File: src/rtl/superscalar_pkg.sv
// Shared types for the dual-lane MEM stage: scheduler states, memory request
// bundle and the port-select code used by the request mux.
package superscalar_pkg;

    localparam int LANES  = 2;
    localparam int DATA_W = 32;

    typedef enum logic {
        IDLE,
        SECOND
    } sched_state_t;

    typedef enum logic [1:0] {
        SEL_NONE,
        SEL_LANE0,
        SEL_LANE1,
        SEL_PEND
    } req_sel_t;

    typedef struct packed {
        logic              rd;
        logic              wr;
        logic [DATA_W-1:0] addr;
        logic [DATA_W-1:0] wdata;
    } mem_req_t;

    // A lane asserting both enables performs a store; its read is dropped.
    function automatic mem_req_t make_req(
        input logic              rd,
        input logic              wr,
        input logic [DATA_W-1:0] addr,
        input logic [DATA_W-1:0] wdata
    );
        mem_req_t req;
        req.rd    = rd & ~wr;
        req.wr    = wr;
        req.addr  = addr;
        req.wdata = wdata;
        return req;
    endfunction

endpackage

File: src/rtl/mem_req_mux.sv
// Steers one of the candidate memory requests onto the single memory port;
// SEL_NONE drives an all-zero, disabled port.
module mem_req_mux
    import superscalar_pkg::*;
(
    input  req_sel_t          sel,
    input  mem_req_t          lane0_req,
    input  mem_req_t          lane1_req,
    input  mem_req_t          pend_req,
    output logic              mem_read_en,
    output logic              mem_write_en,
    output logic [DATA_W-1:0] mem_address,
    output logic [DATA_W-1:0] mem_write_data
);

    mem_req_t sel_req;

    always_comb begin
        sel_req = '0;
        case (sel)
            SEL_LANE0: sel_req = lane0_req;
            SEL_LANE1: sel_req = lane1_req;
            SEL_PEND:  sel_req = pend_req;
            default:   sel_req = '0;
        endcase
    end

    assign mem_read_en    = sel_req.rd;
    assign mem_write_en   = sel_req.wr;
    assign mem_address    = sel_req.addr;
    assign mem_write_data = sel_req.wdata;

endmodule

File: src/rtl/dual_lane_mem_scheduler.sv
// Arbitrates the single data-memory port between two MEM-stage lanes,
// serialising same-cycle accesses (lane 0 then lane 1) with a one-cycle stall.
module dual_lane_mem_scheduler
    import superscalar_pkg::*;
#(
    parameter int WIDTH = DATA_W,
    parameter int CNT_W = 16
) (
    input  logic                        clk,
    input  logic                        rst,
    input  logic [LANES-1:0]            rd_en_MEM,
    input  logic [LANES-1:0]            wr_en_MEM,
    input  logic [LANES-1:0][WIDTH-1:0] addr_MEM,
    input  logic [LANES-1:0][WIDTH-1:0] wdata_MEM,
    input  logic                        kill_lane1,
    output logic                        mem_read_en,
    output logic                        mem_write_en,
    output logic [WIDTH-1:0]            mem_address,
    output logic [WIDTH-1:0]            mem_write_data,
    input  logic [WIDTH-1:0]            mem_read_data,
    output logic [LANES-1:0][WIDTH-1:0] lane_rdata,
    output logic                        stall_MEM,
    output logic [CNT_W-1:0]            conflict_cnt
);

    mem_req_t        lane_req [LANES];
    logic [LANES-1:0] lane_act;
    logic [LANES-1:0] lane_live;

    for (genvar gi = 0; gi < LANES; gi++) begin : g_lane
        assign lane_req[gi] = make_req(rd_en_MEM[gi], wr_en_MEM[gi],
                                       addr_MEM[gi], wdata_MEM[gi]);
        assign lane_act[gi] = rd_en_MEM[gi] | wr_en_MEM[gi];
    end

    // A killed lane 1 never competes for the port, so it cannot cause a stall.
    assign lane_live = {lane_act[1] & ~kill_lane1, lane_act[0]};

    sched_state_t state_q, state_d;
    logic [WIDTH-1:0] hold0_q, hold0_d;
    mem_req_t         pend_q, pend_d;
    logic [CNT_W-1:0] cnt_q, cnt_d;

    req_sel_t                    sel;
    logic                        stall;
    logic [LANES-1:0][WIDTH-1:0] rdata;

    always_comb begin
        state_d = state_q;
        hold0_d = hold0_q;
        pend_d  = pend_q;
        cnt_d   = cnt_q;
        sel     = SEL_NONE;
        stall   = 1'b0;
        rdata   = '0;
        case (state_q)
            IDLE: begin
                case (lane_live)
                    2'b01: begin
                        sel      = SEL_LANE0;
                        rdata[0] = mem_read_data;
                    end
                    2'b10: begin
                        sel      = SEL_LANE1;
                        rdata[1] = mem_read_data;
                    end
                    2'b11: begin
                        sel     = SEL_LANE0;
                        stall   = 1'b1;
                        hold0_d = mem_read_data;
                        pend_d  = lane_req[1];
                        if (cnt_q != '1) begin
                            cnt_d = cnt_q + 1'b1;
                        end
                        state_d = SECOND;
                    end
                    default: ;
                endcase
            end
            SECOND: begin
                state_d  = IDLE;
                rdata[0] = hold0_q;
                if (!kill_lane1) begin
                    sel      = SEL_PEND;
                    rdata[1] = mem_read_data;
                end
            end
            default: state_d = IDLE;
        endcase
    end

    always_ff @(posedge clk or negedge rst) begin
        if (!rst) begin
            state_q <= IDLE;
            hold0_q <= '0;
            pend_q  <= '0;
            cnt_q   <= '0;
        end else begin
            state_q <= state_d;
            hold0_q <= hold0_d;
            pend_q  <= pend_d;
            cnt_q   <= cnt_d;
        end
    end

    // Outputs are forced quiet while reset is held so no write can escape.
    mem_req_mux u_mux (
        .sel            (rst ? sel : SEL_NONE),
        .lane0_req      (lane_req[0]),
        .lane1_req      (lane_req[1]),
        .pend_req       (pend_q),
        .mem_read_en    (mem_read_en),
        .mem_write_en   (mem_write_en),
        .mem_address    (mem_address),
        .mem_write_data (mem_write_data)
    );

    assign stall_MEM    = rst & stall;
    assign lane_rdata   = rst ? rdata : '0;
    assign conflict_cnt = cnt_q;

endmodule

File: config.mk
export PLATFORM = sky130hd
export DESIGN_NAME = dual_lane_mem_scheduler
export DESIGN_NICKNAME = d
export VERILOG_FILES = /design/src/rtl/superscalar_pkg.sv /design/src/rtl/mem_req_mux.sv /design/src/rtl/dual_lane_mem_scheduler.sv
export SDC_FILE = /design/constraint.sdc
export NUM_CORES = 1
export LEC_CHECK = 0
export ABC_AREA = 1
export CORE_UTILIZATION = 43
export CTS_CLUSTER_DIAMETER = 120
export CTS_CLUSTER_SIZE = 40
export DETAILED_ROUTE_END_ITERATION = 10
export PLACE_DENSITY = 0.85
export SYNTH_ARGS = -nofsm -noshare
export SYNTH_HDL_FRONTEND = slang
export SYNTH_SLANG_ARGS = --single-unit
File: constraint.sdc
create_clock -name clk -period 1.65 [get_ports clk]
set_input_delay 0.33 -clock clk [delete_from_list [all_inputs] [get_ports clk]]
set_output_delay 0.33 -clock clk [all_outputs]
set_load 0.1 [all_outputs]
==> results of run 1 <==
[cell families after synthesis]
kind of cell             count (synthesis)  synth area share, %
flip-flops                             115                 40.5
buffers and inverters                  134                 9.52
XOR/XNOR                                 5                0.616
adder cells (fa/ha/maj)                  1                0.176
AO/OA/AOI/OAI                           78                 5.74
AND/OR/NAND/NOR                        701                 43.5
[cell usage after synthesis (9+ instances only)]
| master | n |
|---|---|
| buf_4 | 19 |
| o21ai_1 | 30 |
| dfrtp_1 | 115 |
| buf_6 | 9 |
| a21oi_1 | 32 |
| nand3_1 | 142 |
| o21ai_0 | 11 |
| nand2_1 | 425 |
| nor2_1 | 51 |
| buf_2 | 24 |
| nand4_1 | 70 |
| inv_1 | 48 |
| clkbuf_1 | 21 |
[metrics by stage]
step / hold WS [ns] / util, % / area, um^2
floorplan: 0.0344 / - / 9150
global placement: 0.292 / 88.4 / 14100
detailed placement: 0.303 / 88.4 / 14100
==> metrics.cfg, run 1 <==
[outcome]
status=stopped before the end
haltStage=4_1_cts
first-error=[ERROR DPL-0033] detailed placement checks failed during check placement.

[logic_synthesis]
synth.cell_area_mm2=0.00711
yosysSeqAreaShare_pct=40.5
ys_warn_count=0
synth-seq-cells=115
synthesis.nets=1202
synth_async_sr_flop_share_pct=100
yosys.area.top_type=dfrtp_1
ys_top_cells_by_area=dfrtp_1 (40%), nand2_1 (22%), nand3_1 (10%)
yosys.cell_types.count=25
synth-main-ff-cell=dfrtp_1
syn_avg_cell_area_um2=6.88
synth_edf_count=0
synth_top_cell_area_share_pct=40.5
synthCells=1034

[cts]
post_cts_buffers=24
ctsHoldBuffers=3
cts_buffers=17
root_buffer=clkbuf_16
clkSinkCount=115
postCtsResizedCells=133
h-tree-depth=4
cts_buffer_depth=2

[floorplanning]
initial_core_util_pct=44.4
die_x_um=131
io_pins=314
rows=46
die_h_um=131

[placement]
dp.cells=1544
preCtsSetupSlack_ns=-0.776
routabilityCongestion=0.836
dp_hpwl_um=24500
io_buffer_count=313

==> run 2: changes to the inputs <==
--- a/config.mk
+++ b/config.mk
@@ -6,11 +6,9 @@
 export NUM_CORES = 1
 export LEC_CHECK = 0
 export ABC_AREA = 1
-export CORE_UTILIZATION = 43
-export CTS_CLUSTER_DIAMETER = 120
-export CTS_CLUSTER_SIZE = 40
+export CORE_UTILIZATION = 40
 export DETAILED_ROUTE_END_ITERATION = 10
-export PLACE_DENSITY = 0.85
+export PLACE_DENSITY_LB_ADDON = 0.15
 export SYNTH_ARGS = -nofsm -noshare
 export SYNTH_HDL_FRONTEND = slang
 export SYNTH_SLANG_ARGS = --single-unit
==> run 2 against run 1 <==
Net effect: the flow now finishes, with violations (setup timing); synthesized area unchanged; synthesized cell count unchanged.
==> metrics.cfg, run 2 <==
[routing]
wire_per_inst_um=23.2
dr.pass1.iters=6
vias=9720
viasPerCell=5.95
drcViolationCount=0
wl_um=37900
postRouteAntennaNets=0
drt_iter0_markers=713

[finish]
finalNonFillerCells=1633
layout_commonest_cell=nand2_1
area_growth_pct=125
regMostFlops=pend_q
finalNetCount=1560
n_fill_cell=607
final_cell_mix=nand2_1 (396), buf_12 (178), clkdlybuf4s50_1 (161), nand3_4 (109), dfrtp_1 (98)
largest_register_ffs=66
drive_above_1_share_pct=39.1
fin_util_pct=92.3

[logic_synthesis]
synth-simple-area-share_pct=43.5  ; unchanged
synth_top_family_by_area=simple AND/OR/NAND/NOR gates
netlist_top_cells_count=nand2_1 (425), nand3_1 (142), dfrtp_1 (115), nand4_1 (70), nor2_1 (51)
synthCells=1034  ; unchanged
yosys.area.top_type=dfrtp_1
synth_most_common_cell=nand2_1
syn_avg_cell_area_um2=6.88  ; unchanged
synth-main-ff-cell=dfrtp_1
ys_top_cells_by_area=dfrtp_1 (40%), nand2_1 (22%), nand3_1 (10%)
synthAdderAreaFrac_pct=0.176  ; unchanged
synth_top_cell_area_share_pct=40.5  ; unchanged
synth_async_sr_flop_share_pct=100  ; unchanged
yosysSeqAreaShare_pct=40.5  ; unchanged
yosys.cell_types.count=25  ; unchanged
synthXorXnorAreaFrac_pct=0.616  ; unchanged
synth_compound_area_share_pct=5.74  ; unchanged
synth.cell_area_mm2=0.00711  ; unchanged
ys_warn_count=0  ; unchanged
synthMuxAreaShare_pct=0  ; unchanged
synthesis.nets=1202  ; unchanged
synth_edf_count=0  ; unchanged
synth-seq-cells=115  ; unchanged

[setup_path]
startpoint_type=register
worstRegToRegCells=10
r2r-end=pend_q[45]$_DFFE_PN0P_
worst-path-max-fanout=7
crit-reg2reg-launch=state_q$_DFF_PN0_
cp.required_ns=1.32
critical_path_class=reg2out
worst_setup_path_end_kind=primary output
rrSetupSlack_ns=-0.11
arrival_ns=2.09

[timing]
period_share_pct=147
finalClockSkew_ns=0.00850
hold_viol=0
report.final.slew_viol_count=0
worst_slew_margin_rel_pct=69.2
setup_violations=177
rsz0062_at_grt=yes
tightest_slew_ns=0.460
fmax_mhz=414
worst_slack_ns=-0.768
fin_crit_ns=2.42

[placement]
io_buffer_count=313  ; unchanged
dp.cells=1563  ; +1.2%
preCtsSetupSlack_ns=-0.738  ; +0.0378 ns
routabilityCongestion=0.862  ; +3.0%
dp_hpwl_um=21000  ; -15%

[floorplanning]
rows=48  ; +4.3%
die_x_um=135  ; +3.6%
io_pins=314  ; unchanged
dieArea_mm2=0.0183
die_h_um=135  ; +3.6%
initial_core_util_pct=41.0  ; -3.5 points
core-area_mm2=0.0174

[cts]
h-tree-depth=4  ; unchanged
clock_latency_ns=0.42
cts_tree=built
cts_buffer_depth=2  ; unchanged
root_buffer=clkbuf_16
clkSlewWorstSetupHoldPaths_ns=0.06
cts_buffers=17  ; unchanged
clkSinkCount=115  ; unchanged

[power_and_ir_drop]
worst_ir_drop_vdd_v=0.00168
power_density_mw_per_mm2=908
p_leak_nw=6.95

[outcome]
status=complete, but fails checks
violations=setup timing

[grt]
grt_antenna_before_repair=3
grt_pass1_wl_um=50600
grt_max_degree=49
grt_overflow_total=0
grt_pass1_vias=9330
grt.total_usage_pct=35.9

[min_path]
hold_class=in2async

[job]
timing.max_cap.violations=0

==> run 2: logic make-up (layout without fill, tap and decap cells) <==
family                     Yosys count  in the layout
and+or+nand+nor                    701            702
buffers and inverters              134            504
DFF                                115            115
AOI/OAI and AO/OA                   78             78
xor gates and xnor gates             5              5
adders and majority gates            1              1
other                                0              3
==> run 2: repair_timing <==
item                       in CTS  in global routing
hold buffers                    3                  0
gates cloned                   10                 11
hold endpoints to repair       10                  0
pin swaps                      23                 41
setup endpoints to repair     181                228
buffers inserted                5                 11
resized for setup              57                 73
==> run 2: layout make-up <==
type | instances | area [um^2] | share of cell area (%)
timing repair buffer | 417 | 6190 | 38.6
multi-input combinational | 786 | 5830 | 36.4
sequential | 115 | 2920 | 18.3
clock buffer | 21 | 460 | 2.87
tap | 225 | 282 | 1.76
inverter | 55 | 220 | 1.37
clock inverter | 11 | 110 | 0.687
antenna | 3 | 7.51 | 0.0469
==> run 2: how the worst max path moves through the flow <==
| stage | from | endpoint | cells after the start |
|---|---|---|---|
| detailed placement | rd_en_MEM[0] | mem_address[3] | 9 |
| global route | state_q$_DFF_PN0_ | mem_address[24] | 9 |
| floorplan | state_q$_DFF_PN0_ | lane_rdata[15] | 7 |
| CTS | rd_en_MEM[1] | lane_rdata[20] | 10 |
| global placement | kill_lane1 | mem_address[11] | 9 |
| finish | state_q$_DFF_PN0_ | mem_address[24] | 9 |
==> run 2: worst max-delay path, stage by stage, from the launching register on <==
cell	delay, ns
dfrtp_2	0.43
inv_6	0.06
nor2_8	0.15
inv_4	0.06
nand2_8	0.13
buf_12	0.14
buf_12	0.13
nand4_1	0.22
nand3_4	0.15
buf_12	0.18
==> run 2: where the power goes <==
part / total (W) / switching (W) / internal (W)
combinational: 0.00701 / 0.00435 / 0.00266
clock: 0.00366 / 0.00138 / 0.00228
sequential: 0.00387 / 0.000485 / 0.00339
total: 0.0145 / 0.00622 / 0.00833
==> run 2: routing by layer <==
layer | track usage [%] | share of wire, %
met3 | 8.42 | 9.3
met2 | 61.1 | 50
met5 | 0 | 0
met4 | 19.0 | 6.4
met1 | 41.9 | 34
==> run 2: through the flow <==
| step | hold slack (ns) | total power (W) | cell area (um^2) | setup TNS (ns) |
|---|---|---|---|---|
| floorplan | 0.0344 | 0.00773 | 9150 | -24.16 |
| global placement | 0.233 | 0.0100 | 14200 | -116.48 |
| CTS | 0.0205 | 0.0141 | 15400 | -80.94 |
| global route | 0.0467 | 0.0150 | 16000 | -99.57 |
| finish | 0.0490 | 0.0145 | 16000 | -88.00 |
| detailed placement | 0.242 | 0.0102 | 14200 | -124.07 |
No activity file was read; power rests on OpenSTA's default activity.
==> run 3: changes to the inputs <==
==> constraint.sdc (replaced) <==
create_clock -name clk -period 1.65 [get_ports clk]
set_input_delay 0.33 -clock clk [delete_from_list [all_inputs] [get_ports clk]]
set_output_delay 0.33 -clock clk [all_outputs]
set_load 0.02 [all_outputs]
==> run 3 against run 2 <==
Net effect: the flow still finishes with violations (setup timing); hold slack got worse by 0.024 ns; cell count grew 4.3%; design area down 12%; global-route usage fell by 6.5 points; register-to-register slack worse by 0.03 ns; non-clock buffer count grew 71; sequential cell count unchanged; via count fell by 3.0%; critical path type unchanged; largest cell class unchanged; largest power group unchanged.
==> metrics.cfg, run 3 (synthesis results as in run 2) <==
[floorplanning]
initial_core_util_pct=41.0  ; unchanged
die_x_um=135  ; unchanged
die_h_um=135  ; unchanged
core-area_mm2=0.0174  ; unchanged
dieArea_mm2=0.0183  ; unchanged
io_pins=314  ; unchanged
rows=48  ; unchanged

[setup_path]
arrival_ns=1.98  ; -0.11 ns
crit_path_max_incr_delay_ns=0.43  ; about the same
critical_path_class=reg2out
path_delay_family=buffers and inverters
worst_setup_path_end_kind=primary output
startpoint_type=register
critical_path_buf_inv_count=6  ; +1
path_cells=inv_4 > nor2_8 > inv_4 > nand2_8 > nand2_8 > buf_8 > buf_12 > clkbuf_16 > nand3_2 > nand3_2 > buf_6
startpoint=state_q$_DFF_PN0_
crit-reg2reg-launch=state_q$_DFF_PN0_
cp_slowest_cell=dfrtp_2
worst-path-max-fanout=7  ; unchanged
cp.required_ns=1.32  ; about the same

[finish]
finalNonFillerCells=1703  ; +4.3%
regArea_mm2=0.00288  ; -1.5%
finalNetCount=1632  ; +4.6%
regMostFlops=pend_q
final_area_mm2=0.0140  ; -12%
layout_commonest_cell=nand2_1
n_fill_cell=1103  ; +82%
final_cell_mix=nand2_1 (388), clkdlybuf4s50_1 (161), buf_4 (136), dfrtp_1 (114), buf_6 (104)
fin_util_pct=80.8  ; -11 points
drive_above_1_share_pct=38.3  ; -0.80 points
area_growth_pct=97.3
multiInputGateArea_mm2=0.00480  ; -18%
largest_register_ffs=66  ; unchanged

[power_and_ir_drop]
p_leak_nw=6.99  ; +0.56%
worst_ir_drop_vdd_v=0.000780  ; -54%
power_density_mw_per_mm2=796  ; -12%

[grt]
grt_pass1_wl_um=42000  ; -17%
grt_pass1_vias=8369  ; -10%
grt_antenna_before_repair=1  ; -2
grt_overflow_total=0  ; unchanged
grt_max_degree=51  ; +4.1%
grt.total_usage_pct=29.4  ; -6.5 points

[timing]
rsz0062_at_grt=yes
finalClockSkew_ns=0.00660  ; -0.00191 ns
report.final.slew_viol_count=0  ; unchanged
fmax_mhz=434  ; +4.9%
fin_crit_ns=2.31  ; -0.112 ns
period_share_pct=140  ; -6.8 points
hold_viol=0  ; unchanged
worst_slack_ns=-0.655  ; +0.112 ns
worst_slew_margin_rel_pct=44.6  ; -25 points
setup_violations=175  ; -1.1%
whs_ns=0.0253  ; -0.0237 ns
tightest_slew_ns=0.828  ; +0.368 ns

[placement]
placed_area_mm2=0.0117  ; -18%
dp_hpwl_um=18100  ; -14%
dp.cells=1607  ; +2.8%
routabilityCongestion=0.856  ; -0.70%
preCtsSetupSlack_ns=-1.22  ; -0.485 ns
io_buffer_count=313  ; unchanged

[cts]
clock_latency_ns=0.41  ; about the same
root_buffer=clkbuf_16
clkSinkCount=115  ; unchanged
cts_buffers=17  ; unchanged
h-tree-depth=4  ; unchanged
cts_buffer_depth=2  ; unchanged
clkSlewWorstSetupHoldPaths_ns=0.06  ; about the same
cts_tree=built

[routing]
drt_iter0_markers=649  ; -9.0%
postRouteAntennaNets=0  ; unchanged
dr.pass1.iters=7  ; +1
wl_um=33900  ; -11%
wire_per_inst_um=19.9  ; -14%
vias=9428  ; -3.0%
drcViolationCount=0  ; unchanged
viasPerCell=5.54  ; -7.0%

[outcome]
violations=setup timing
status=complete, but fails checks

[min_path]
hold_class=in2async

[job]
timing.max_cap.violations=0  ; unchanged

==> run 3: cell types whose count changed in the layout (fill, tap and decap cells not counted), moves of 10 or more <==
cell / previous run / this run
dlymetal6s2s_1: 0 / 17
nand2_2: 24 / 34
nor2_2: 1 / 15
nand3_4: 109 / 3
buf_6: 12 / 104
buf_12: 178 / 26
clkbuf_16: 27 / 39
dfrtp_4: 10 / 0
dfrtp_1: 98 / 114
buf_4: 38 / 136
nand3_1: 10 / 46
nand3_2: 23 / 93
nor2_4: 39 / 25
==> run 3: final cells by class <==
cell class / count / area share [%]
multi-input combinational: 787 / 34.2
sequential: 115 / 20.5
clock buffer: 25 / 3.46
timing repair buffer: 488 / 38.0
inverter: 55 / 1.56
tap: 225 / 2.01
clock inverter: 6 / 0.214
antenna: 2 / 0.0357
==> run 3: final timing paths <==
check / cells past startpoint / endpoint / slack (ns)
min: 2 / hold0_q[4]$_DFFE_PN0P_ / 0.03
max reg2reg: 11 / hold0_q[26]$_DFFE_PN0P_ / -0.14
max in group asynchronous: 3 / pend_q[58]$_DFFE_PN0P_ / 0.21
min reg2reg: 2 / pend_q[36]$_DFFE_PN0P_ / 0.47
min in group clk: 4 / pend_q[64]$_DFFE_PN0P_ / 0.36
max: 11 / mem_address[3] / -0.66
==> run 3: metal layers <==
layer	vias to the layer above	GRT usage (%)	part of all wire, %	wire length, um
met4	0	14.5	4.9	1660
met3	124	5.46	7.9	2670
met1	4492	35.1	37	12600
met5	-	0	0	0
li1	4257	-	-	-
met2	555	50.7	50	16900
==> run 3: repair_timing <==
| item | in CTS | in global routing |
|---|---|---|
| setup buffers | 7 | 23 |
| hold buffers | 3 | 0 |
| endpoints found under the hold margin | 19 | 0 |
| endpoints found under the setup margin | 254 | 253 |
| pin swaps | 4 | 25 |
| cloned | 4 | 30 |
| resized for setup | 552 | 437 |
==> run 3: worst reg2reg max path: cells and delay by family (launching register included) <==
kind            cells  cell delay, ns
compound gates      2            0.16
buf+inv             7            0.85
flops               1            0.45
simple gates        2            0.21
==> run 3: power by group <==
part	internal [W]	switching [W]	total [W]
combinational	0.00197	0.00218	0.00415
clock	0.00201	0.00128	0.00329
sequential	0.00334	0.000385	0.00373
==> run 3: metrics by stage <==
stage	total power [W]	setup TNS, ns
final	0.0112	-72.28
after global routing	0.0116	-83.44
after global placement	0.00698	-221.26
after detailed placement	0.00706	-224.27
after CTS	0.0104	-94.19
after floorplan	0.00541	-1.79
==> run 4: changes to the inputs <==
--- a/config.mk
+++ b/config.mk
@@ -9,6 +9,8 @@
 export CORE_UTILIZATION = 40
 export DETAILED_ROUTE_END_ITERATION = 10
 export PLACE_DENSITY_LB_ADDON = 0.15
+export SETUP_SLACK_MARGIN = 0.5
 export SYNTH_ARGS = -nofsm -noshare
 export SYNTH_HDL_FRONTEND = slang
 export SYNTH_SLANG_ARGS = --single-unit
+export TNS_END_PERCENT = 1
==> run 4 against run 3 <==
Net effect: the flow still finishes with violations (setup timing); first-iteration DRC count decreased by 23%; clock skew up 0.0054 ns; highest routed layer unchanged; worst setup slack worse by 0.055 ns; combinational power shrank 8.2%; largest power group is now the clock network; critical path type unchanged; core utilization shrank 3.0 points; critical path depth decreased by 1; largest cell class is now multi-input gates; cell count down 2.1%; non-clock buffer count decreased by 34; die area stayed put; design area down 3.7%; sequential power rose by 2%; total power is 2.6% higher.
==> metrics.cfg, run 4 (synthesis results as in run 2) <==
[cts]
clock_latency_ns=0.42  ; about the same
cts_buffer_depth=2  ; unchanged
clkSinkCount=115  ; unchanged
cts_tree=built
cts_buffers=17  ; unchanged
root_buffer=clkbuf_16
h-tree-depth=4  ; unchanged
clkSlewWorstSetupHoldPaths_ns=0.06  ; about the same

[routing]
drcViolationCount=0  ; unchanged
wire_per_inst_um=16.7  ; -16%
vias=8812  ; -6.5%
dr.pass1.iters=8  ; +1
wl_um=27900  ; -18%
postRouteAntennaNets=0  ; unchanged
viasPerCell=5.28  ; -4.6%
drt_iter0_markers=500  ; -23%

[finish]
layout_commonest_cell=nand2_1
drive_above_1_share_pct=41.2  ; +2.8 points
n_fill_cell=1283  ; +16%
regArea_mm2=0.00289  ; +0.48%
area_growth_pct=89.9
regMostFlops=pend_q
fin_util_pct=77.8  ; -3.0 points
final_cell_mix=nand2_1 (347), clkdlybuf4s50_1 (160), buf_4 (144), dfrtp_1 (103), buf_6 (86)
multiInputGateArea_mm2=0.00489  ; +1.9%
finalNetCount=1597  ; -2.1%
final_area_mm2=0.0135  ; -3.7%
largest_register_ffs=66  ; unchanged

[timing]
worst_slew_margin_rel_pct=58.6  ; +14 points
whs_ns=0.105  ; +0.0794 ns
worst_slack_ns=-0.710  ; -0.0548 ns
hold_viol=0  ; unchanged
fmax_mhz=424  ; -2.3%
tightest_slew_ns=0.622  ; -0.206 ns
rsz0062_at_grt=yes
setup_violations=194  ; +11%
fin_setup_tns_ns=-79.67  ; -7.39 ns
fin_crit_ns=2.36  ; +0.0548 ns
period_share_pct=143  ; +3.3 points
report.final.slew_viol_count=0  ; unchanged
finalClockSkew_ns=0.0120  ; +0.00543 ns

[power_and_ir_drop]
netSwitchingPower_w=0.00376  ; -2.0%
seq_power_share_pct=33.2  ; -0.2 points
clkPwrFrac_pct=33.6  ; +4.1 points
p_leak_nw=6.48  ; -7.3%
share_comb_of_total_power_pct=33.2  ; -4.0 points
worst_ir_drop_vdd_v=0.000749  ; -4.0%
power_density_mw_per_mm2=848  ; +6.6%
p_sw_share_pct=32.9  ; -1.5 points
internal_power_w=0.00769  ; +5.0%

[outcome]
status=complete, but fails checks
violations=setup timing

[grt]
grt_overflow_total=0  ; unchanged
grt_pass1_vias=8294  ; -0.90%
grt_max_degree=63  ; +24%
grt.total_usage_pct=28.6  ; -0.76 points
grt_antenna_before_repair=2  ; +1
grt_pass1_wl_um=41400  ; -1.3%

[placement]
dp_hpwl_um=17900  ; -1.1%
io_buffer_count=313  ; unchanged
placed_area_mm2=0.0120  ; +2.8%
routabilityCongestion=0.868  ; +1.5%
preCtsSetupSlack_ns=-1.16  ; +0.0677 ns

[setup_path]
startpoint_type=register
critical_path_buf_inv_count=5  ; -1
worst-path-max-fanout=6  ; -1
path_delay_family=buffers and inverters
critical_path_class=reg2out
cp.required_ns=1.32  ; about the same
cp_slowest_cell=dfrtp_2
worst_setup_path_end_kind=primary output
crit_path_max_incr_delay_ns=0.43  ; about the same
cpMostUsedCell=buf_6
arrival_ns=2.03  ; +0.05 ns
path_cells=buf_6 > nor2_4 > nor2_8 > nor2_4 > buf_6 > buf_6 > buf_8 > nand3_2 > nand3_2 > buf_6

[floorplanning]
dieArea_mm2=0.0183  ; unchanged
core-area_mm2=0.0174  ; unchanged
io_pins=314  ; unchanged
rows=48  ; unchanged
initial_core_util_pct=41.0  ; unchanged
die_x_um=135  ; unchanged
die_h_um=135  ; unchanged

[min_path]
hold_class=in2async

[job]
timing.max_cap.violations=0  ; unchanged

-- run 4: cell types whose count changed in the layout (fill, tap and decap cells not counted), moves of 8 or more --
cell / before / now
buf_4: 136 / 144
buf_6: 104 / 86
clkbuf_16: 39 / 24
clkbuf_2: 0 / 12
dfrtp_1: 114 / 103
dfrtp_2: 1 / 12
dlymetal6s2s_1: 17 / 0
nand2_1: 388 / 347
nand2_2: 34 / 67
nand2_4: 4 / 12
nand3_1: 46 / 58
nand3_2: 93 / 81
-- run 4: cell type report --
cell class | count | share of cell area (%)
multi-input combinational | 786 | 36.2
timing repair buffer | 454 | 34.1
sequential | 115 | 21.4
clock buffer | 18 | 3.18
tap | 225 | 2.08
inverter | 55 | 1.62
clock inverter | 13 | 1.38
antenna | 2 | 0.0371
-- run 4: worst reg2reg max path: stages, from the launching register on --
cell	delay, ns
dfrtp_2	0.43
buf_12	0.14
inv_8	0.06
buf_12	0.09
o21ai_4	0.08
nor2_8	0.12
inv_4	0.06
buf_12	0.16
buf_16	0.24
nand2_4	0.18
o21ai_2	0.05
-- run 4: power groups by stage --
stage	Sequential (W)	Clock (W)	Combinational, W
2_1_floorplan	0.00375	0	0.00175
6_report	0.00380	0.00385	0.00381
3_3_place_gp	0.00372	0	0.00336
3_5_place_dp	0.00373	0	0.00342
4_1_cts	0.00378	0.00390	0.00353
5_1_grt	0.00386	0.00404	0.00410
-- run 4: timing repair --
action / CTS / global route
hold buffers: 3 / 0
setup endpoints to repair: 262 / 279
gates resized for setup: 753 / 241
gates cloned: 0 / 10
pin swaps: 128 / 76
hold endpoints to repair: 26 / 0
setup buffers: 0 / 5
-- run 4: layer usage --
metal / GRT usage (%) / vias up / part of all wire (%)
met2: 48.5 / 368 / 50
met3: 4.94 / 60 / 5.9
met4: 9.49 / 0 / 3.0
met1: 36.8 / 4207 / 42
met5: 0 / - / 0
li1: - / 4177 / -
-- run 4: final timing paths --
| check | from | end | slack (ns) | cells past startpoint |
|---|---|---|---|---|
| worst min-delay path | rst | pend_q[13]$_DFFE_PN0P_ | 0.10 | 3 |
| min in group clk | wr_en_MEM[1] | pend_q[64]$_DFFE_PN0P_ | 0.46 | 4 |
| worst max-delay path | state_q$_DFF_PN0_ | mem_write_data[6] | -0.71 | 10 |
| worst max register to register | state_q$_DFF_PN0_ | hold0_q[27]$_DFFE_PN0P_ | -0.08 | 10 |
| max in group asynchronous | rst | conflict_cnt[2]$_DFFE_PN0P_ | 0.71 | 3 |
| worst min register to register | pend_q[52]$_DFFE_PN0P_ | pend_q[52]$_DFFE_PN0P_ | 0.47 | 2 |
-- run 4: per-stage QoR --
| stage | power, W | std cells |
|---|---|---|
| final | 0.0114 | 1668 |
| after global routing | 0.0120 | 1668 |
| after CTS | 0.0112 | 1651 |
| after detailed placement | 0.00715 | 1617 |
| after global placement | 0.00708 | 1617 |
| after floorplan | 0.00550 | 1034 |
